File: src/rtl/plp_loader_pkg.sv
// Shared types and default protocol bytes for the program loader.
// Imported by the loader top and its byte-packing sub-module.
package plp_loader_pkg;

  typedef enum logic [2:0] {
    IDLE,
    CNT_HI,
    CNT_LO,
    DATA,
    CSUM,
    RESP
  } state_t;

  localparam logic [7:0] CMD_LOAD_DEF = 8'hA5;
  localparam logic [7:0] ACK_BYTE_DEF = 8'h06;
  localparam logic [7:0] NAK_BYTE_DEF = 8'h15;

endpackage

File: src/rtl/loader_word_pack.sv
// Packs a byte stream into 32-bit big-endian words; word_vld flags the cycle
// the 4th byte arrives, with the completed word presented alongside it.
module loader_word_pack
  import plp_loader_pkg::*;
(
  input  logic        clk,
  input  logic        rst_n,
  input  logic        clr,
  input  logic        byte_vld,
  input  logic [7:0]  byte_data,
  output logic        word_vld,
  output logic [31:0] word
);

  logic [1:0]  lane_p0;
  logic [23:0] shift_p0;

  always_ff @(posedge clk or negedge rst_n) begin
    if (!rst_n) begin
      lane_p0 <= 2'd0;
    end else if (clr) begin
      lane_p0 <= 2'd0;
    end else if (byte_vld) begin
      lane_p0 <= lane_p0 + 2'd1;
    end
  end

  // Only the three most recent bytes are kept; the 4th completes the word directly.
  always_ff @(posedge clk) begin
    if (byte_vld) begin
      shift_p0 <= {shift_p0[15:0], byte_data};
    end
  end

  assign word_vld = byte_vld && (lane_p0 == 2'd3);
  assign word     = {shift_p0, byte_data};

endmodule

File: src/rtl/prog_loader.sv
// Program-image loader: parses the UART load frame, writes words to program
// memory from address 0 upward and answers with ACK or NAK.
module prog_loader
  import plp_loader_pkg::*;
#(
  parameter int         ADDR_W   = 9,
  parameter logic [7:0] CMD_LOAD = CMD_LOAD_DEF,
  parameter logic [7:0] ACK_BYTE = ACK_BYTE_DEF,
  parameter logic [7:0] NAK_BYTE = NAK_BYTE_DEF
) (
  input  logic              clk,
  input  logic              rst_n,
  input  logic              rx_valid,
  input  logic [7:0]        rx_data,
  output logic              tx_valid,
  output logic [7:0]        tx_data,
  input  logic              tx_ready,
  output logic              mem_we,
  output logic [ADDR_W-1:0] mem_addr,
  output logic [31:0]       mem_wdata,
  output logic              busy,
  output logic              done,
  output logic              error
);

  localparam logic [16:0] DEPTH_L = 17'(1 << ADDR_W);

  state_t          state;
  logic [15:0]     count;
  logic [ADDR_W:0] index;
  logic [7:0]      csum;
  logic            pack_clr;
  logic            pack_vld;
  logic            word_vld;
  logic [31:0]     word;
  logic [15:0]     cnt_full;
  logic [16:0]     next_index;

  assign pack_clr   = rx_valid && (state == IDLE) && (rx_data == CMD_LOAD);
  assign pack_vld   = rx_valid && (state == DATA);
  assign cnt_full   = {count[15:8], rx_data};
  assign next_index = 17'(index) + 17'd1;

  loader_word_pack u_pack (
    .clk       (clk),
    .rst_n     (rst_n),
    .clr       (pack_clr),
    .byte_vld  (pack_vld),
    .byte_data (rx_data),
    .word_vld  (word_vld),
    .word      (word)
  );

  always_ff @(posedge clk or negedge rst_n) begin
    if (!rst_n) begin
      state     <= IDLE;
      count     <= '0;
      index     <= '0;
      csum      <= '0;
      tx_valid  <= 1'b0;
      tx_data   <= '0;
      mem_we    <= 1'b0;
      mem_addr  <= '0;
      mem_wdata <= '0;
      busy      <= 1'b0;
      done      <= 1'b0;
      error     <= 1'b0;
    end else begin
      mem_we <= 1'b0;
      done   <= 1'b0;
      case (state)
        IDLE: begin
          if (pack_clr) begin
            state <= CNT_HI;
            busy  <= 1'b1;
            error <= 1'b0;
            index <= '0;
            csum  <= '0;
          end
        end
        CNT_HI: begin
          if (rx_valid) begin
            count[15:8] <= rx_data;
            state       <= CNT_LO;
          end
        end
        CNT_LO: begin
          if (rx_valid) begin
            count[7:0] <= rx_data;
            if (cnt_full == 16'd0) begin
              state <= CSUM;
            end else if ({1'b0, cnt_full} > DEPTH_L) begin
              state    <= RESP;
              tx_valid <= 1'b1;
              tx_data  <= NAK_BYTE;
              error    <= 1'b1;
            end else begin
              state <= DATA;
            end
          end
        end
        DATA: begin
          if (rx_valid) begin
            csum <= csum ^ rx_data;
            // Write lands the cycle after the 4th byte; index moves on at the same edge.
            if (word_vld) begin
              mem_we    <= 1'b1;
              mem_addr  <= index[ADDR_W-1:0];
              mem_wdata <= word;
              index     <= index + (ADDR_W+1)'(1);
              if (next_index == {1'b0, count}) begin
                state <= CSUM;
              end
            end
          end
        end
        CSUM: begin
          if (rx_valid) begin
            state    <= RESP;
            tx_valid <= 1'b1;
            if (rx_data == csum) begin
              tx_data <= ACK_BYTE;
            end else begin
              tx_data <= NAK_BYTE;
              error   <= 1'b1;
            end
          end
        end
        RESP: begin
          if (tx_ready) begin
            tx_valid <= 1'b0;
            busy     <= 1'b0;
            done     <= (tx_data == ACK_BYTE);
            state    <= IDLE;
          end
        end
        default: state <= IDLE;
      endcase
    end
  end

endmodule
File: config.mk
export PLATFORM = sky130hd
export DESIGN_NAME = prog_loader
export DESIGN_NICKNAME = d
export VERILOG_FILES = /design/src/rtl/plp_loader_pkg.sv /design/src/rtl/loader_word_pack.sv /design/src/rtl/prog_loader.sv
export SDC_FILE = /design/constraint.sdc
export NUM_CORES = 1
export LEC_CHECK = 0
export ABC_AREA = 1
export CAP_MARGIN = 20
export CORE_MARGIN = 2
export CORE_UTILIZATION = 45
export DETAILED_ROUTE_END_ITERATION = 6
export HOLD_SLACK_MARGIN = 0.12
export PLACE_DENSITY = 0.67
export SLEW_MARGIN = 20
export SYNTH_ARGS = -nofsm -noshare
export SYNTH_HDL_FRONTEND = slang
export SYNTH_SLANG_ARGS = --single-unit
File: constraint.sdc
create_clock -name clk -period 3.6 [get_ports clk]
set_clock_uncertainty 0.1 [all_clocks]
set_input_delay 0.72 -clock clk [delete_from_list [all_inputs] [get_ports clk]]
set_output_delay 0.72 -clock clk [all_outputs]
set_load 0.03 [all_outputs]
==> results.sh <==
export IMPL_syn_to_final_growth_pct=19.6
export IMPL_leakage_nw=2.81
export IMPL_synthDominantCellAreaShare_pct=45.1
export IMPL_ys_ff_latch=112
export IMPL_yosysTopAreaCell="dfrtp_1"
export IMPL_cts_buffers=9
export IMPL_cts_sinks=112
export IMPL_netlist_instances=537
export IMPL_async_reset_ff_share_pct=78.6
export IMPL_cts_repair_resized=0
export IMPL_crit_required_ns=3.76
export IMPL_htree_levels=3
export IMPL_min_period_ns=2.71
export IMPL_antenna_cells=0
export IMPL_r2r_slack_ns=0.89
export IMPL_worst_r2r_cell_count=13
export IMPL_postSynthAreaPerCell_um2=9.10
export IMPL_total_power_mw=4.86
export IMPL_yosysMostFrequentCell="nand2_1"
export IMPL_synth_flop_cell="dfrtp_1"
export IMPL_gr_total_overflow=0
export IMPL_met2_length_um=4730
export IMPL_status="completed"
export IMPL_grt_max_degree=89
export IMPL_pwr_share_comb_pct=44.9
export IMPL_post_cts_setup_buffers=0
export IMPL_nets=613
export IMPL_wire_per_inst_um=13.6
export IMPL_switching_share_pct=42.9
export IMPL_hold_buffers=0
export IMPL_power_density_nw_per_um2=831
export IMPL_report_final_slew_viol_count=0
export IMPL_num_rows=38
export IMPL_cp_endpoint="state[1]$_DFFE_PN0P_"
export IMPL_fmax_ghz=0.369
export IMPL_drt_pass1_iter_count=4
export IMPL_drc=0
export IMPL_die_h_um=108
export IMPL_end_kind="flip-flop"
export IMPL_yosysSeqAreaShare_pct=59.8
export IMPL_vias=3688
export IMPL_fp_dieArea_um2=11700
export IMPL_drtAntennaViolNets=0
export IMPL_min_delay_path_class="input port to async pin"
export IMPL_drive_gt1_share_pct=8.28
export IMPL_period_share_pct=75.4
export IMPL_cts_root_buf="clkbuf_8"
export IMPL_cp_max_fo=31
export IMPL_clk_pin_slew_ns=0.10
export IMPL_cellInternalPower_mw=2.77
export IMPL_die_width_um=108
export IMPL_wl_met3_um=438
export IMPL_met1_length_um=4790
export IMPL_port_buffers=61
export IMPL_post_route_util_pct=54.6
export IMPL_ys_top_cells_by_area="dfrtp_1 45%, edfxtp_1 15%, nand2_1 15%"
export IMPL_start_util_pct=45.7
export IMPL_syn_area_um2=4890
export IMPL_clkPwrFrac_pct=16.3
export IMPL_synth_edff_count=24
export IMPL_p_seq_share_pct=38.8
export IMPL_hold_ws_ns=0.318
export IMPL_final_hold_violation_count=0
export IMPL_reg2reg_from="state[2]$_DFFE_PN0P_"
export IMPL_synth_common_cells="190 x nand2_1, 88 x dfrtp_1, 40 x o21ai_0"
export IMPL_clk_path_buf_depth=2
export IMPL_cts_tree="built"
export IMPL_start_kind="flip-flop"
export IMPL_grt_pass1_wl_um=17000
export IMPL_slew_limit_headroom_pct=46.5
export IMPL_worst_pin_slew_ns=0.803
export IMPL_ys_types=38
export IMPL_antenna_found_initial=0
export IMPL_rsz0062_at_grt="false"
export IMPL_max_cap_violations=0
export IMPL_vdd_drop_max_mv=0.343
export IMPL_switching_power_mw=2.09
export IMPL_track_usage_pct=18.5
export IMPL_place_congestion=0.881
export IMPL_top_layer_used="met4"
export IMPL_grt_pass1_vias=3558
export IMPL_fin_setup_tns_ns=0
export IMPL_drt_total_wl_um=10100
export IMPL_place_hpwl_um=7160
export IMPL_insertion_delay_ns=0.37
export IMPL_r2r_end="state[1]$_DFFE_PN0P_"
export IMPL_ys_warn_count=0
export IMPL_via_per_inst=4.96
export IMPL_cp_arrival_ns=2.87
export IMPL_core_um2=10700
export IMPL_critPathLaunch="state[2]$_DFFE_PN0P_"
export IMPL_pin_count=66
export IMPL_setup_violations=0
export IMPL_drtIter0Drc=207
export IMPL_worstSetupPathType="flip-flop to flip-flop"
export IMPL_n_fill_cell=976
how the worst min path moves through the flow:
stage                             startpoint                       endpoint  slack, ns  cells past startpoint
2_1_floorplan                          rst_n               busy$_DFFE_PN0P_       0.32                      0
3_3_place_gp    u_pack.shift_p0[5]$_DFFE_PP_  u_pack.shift_p0[13]$_DFFE_PP_       0.33                      0
3_5_place_dp   u_pack.shift_p0[18]$_DFFE_PP_      mem_wdata[26]$_DFFE_PN0P_       0.33                      2
4_1_cts        u_pack.shift_p0[18]$_DFFE_PP_      mem_wdata[26]$_DFFE_PN0P_       0.36                      2
5_1_grt         u_pack.shift_p0[1]$_DFFE_PP_   u_pack.shift_p0[9]$_DFFE_PP_       0.37                      0
6_report                               rst_n         tx_data[2]$_DFFE_PN0P_       0.32                      1
metal layers:
metal	vias up	track usage [%]
li1	1837	-
met1	1754	25.7
met2	80	29.7
met3	17	3.13
met4	0	6.41
met5	-	0
through the flow:
stage               std cells  cell area (µm²)  setup WS (ns)
floorplan                 540             4900           1.64
global placement          728             5630          0.844
detailed placement        728             5630          0.731
CTS                       744             5840          0.889
global route              744             5840          0.662
finish                    744             5840          0.887
placed cells by master, fill, tap and decap left out, types with 2 or more instances in the layout:
cell	count
a21oi_1	4
buf_4	4
clkbuf_8	9
clkdlybuf4s50_1	60
conb_1	4
dfrtp_1	88
edfxtp_1	24
ha_1	2
inv_1	39
inv_2	9
inv_6	3
nand2_1	190
nand2_2	6
nand3_1	33
nand3b_1	4
nand4_1	5
nor2_1	29
nor2_2	5
nor2_4	4
nor3_1	5
nor4_1	2
o21ai_0	40
o21bai_1	2
o22ai_1	6
xnor2_1	4
xor2_1	5
logic make-up after synthesis:
family	count (synthesis)	share of synthesized area (%)
buf+inv	65	5.38
fa+ha+maj	2	0.512
flops	112	59.8
simple gates	288	25.3
xor+xnor	10	1.95
other cells	1	0.0767
compound gates	59	6.96
worst max-delay path, stage by stage, from the launching register on:
cell and delay [ns]:
dfrtp_1 0.45, inv_2 0.15, nand2_1 0.11, nor2_2 0.41, nand2_2 0.18, nor2_4 0.13, buf_4 0.32, nand3_1 0.13
nor3_1 0.16, nand3_1 0.12, nand2_2 0.11, nand2_2 0.07, nand2_1 0.08, nand2_1 0.06
flip-flops by register name, indices dropped and copies added, names as in the netlist:
signal,flops
tx_data,3
count,16
tx_valid,1
u_pack.shift_p0,24
csum,8
mem_addr,9
index,10
mem_wdata,32
state,3
busy,1
error,1
done,1
u_pack.lane_p0,2
mem_we,1
power groups by stage:
stage	logic (mW)	clock network, mW	registers (mW)
detailed placement	2.18	0	1.91
global placement	2.16	0	1.90
floorplan	1.40	0	2.08
CTS	2.19	0.806	1.88
finish	2.18	0.792	1.88
global route	2.48	0.856	1.93
cell type report:
class,instances,area (µm²),share of cell area [%]
clock buffer,9,124,2.12
clock inverter,7,87.6,1.50
inverter,48,180,3.08
multi-input combinational,363,1710,29.3
sequential,112,2920,50.0
tap,140,175,3.00
timing repair buffer,65,642,11.0
Power figures use the tool's default switching activity.
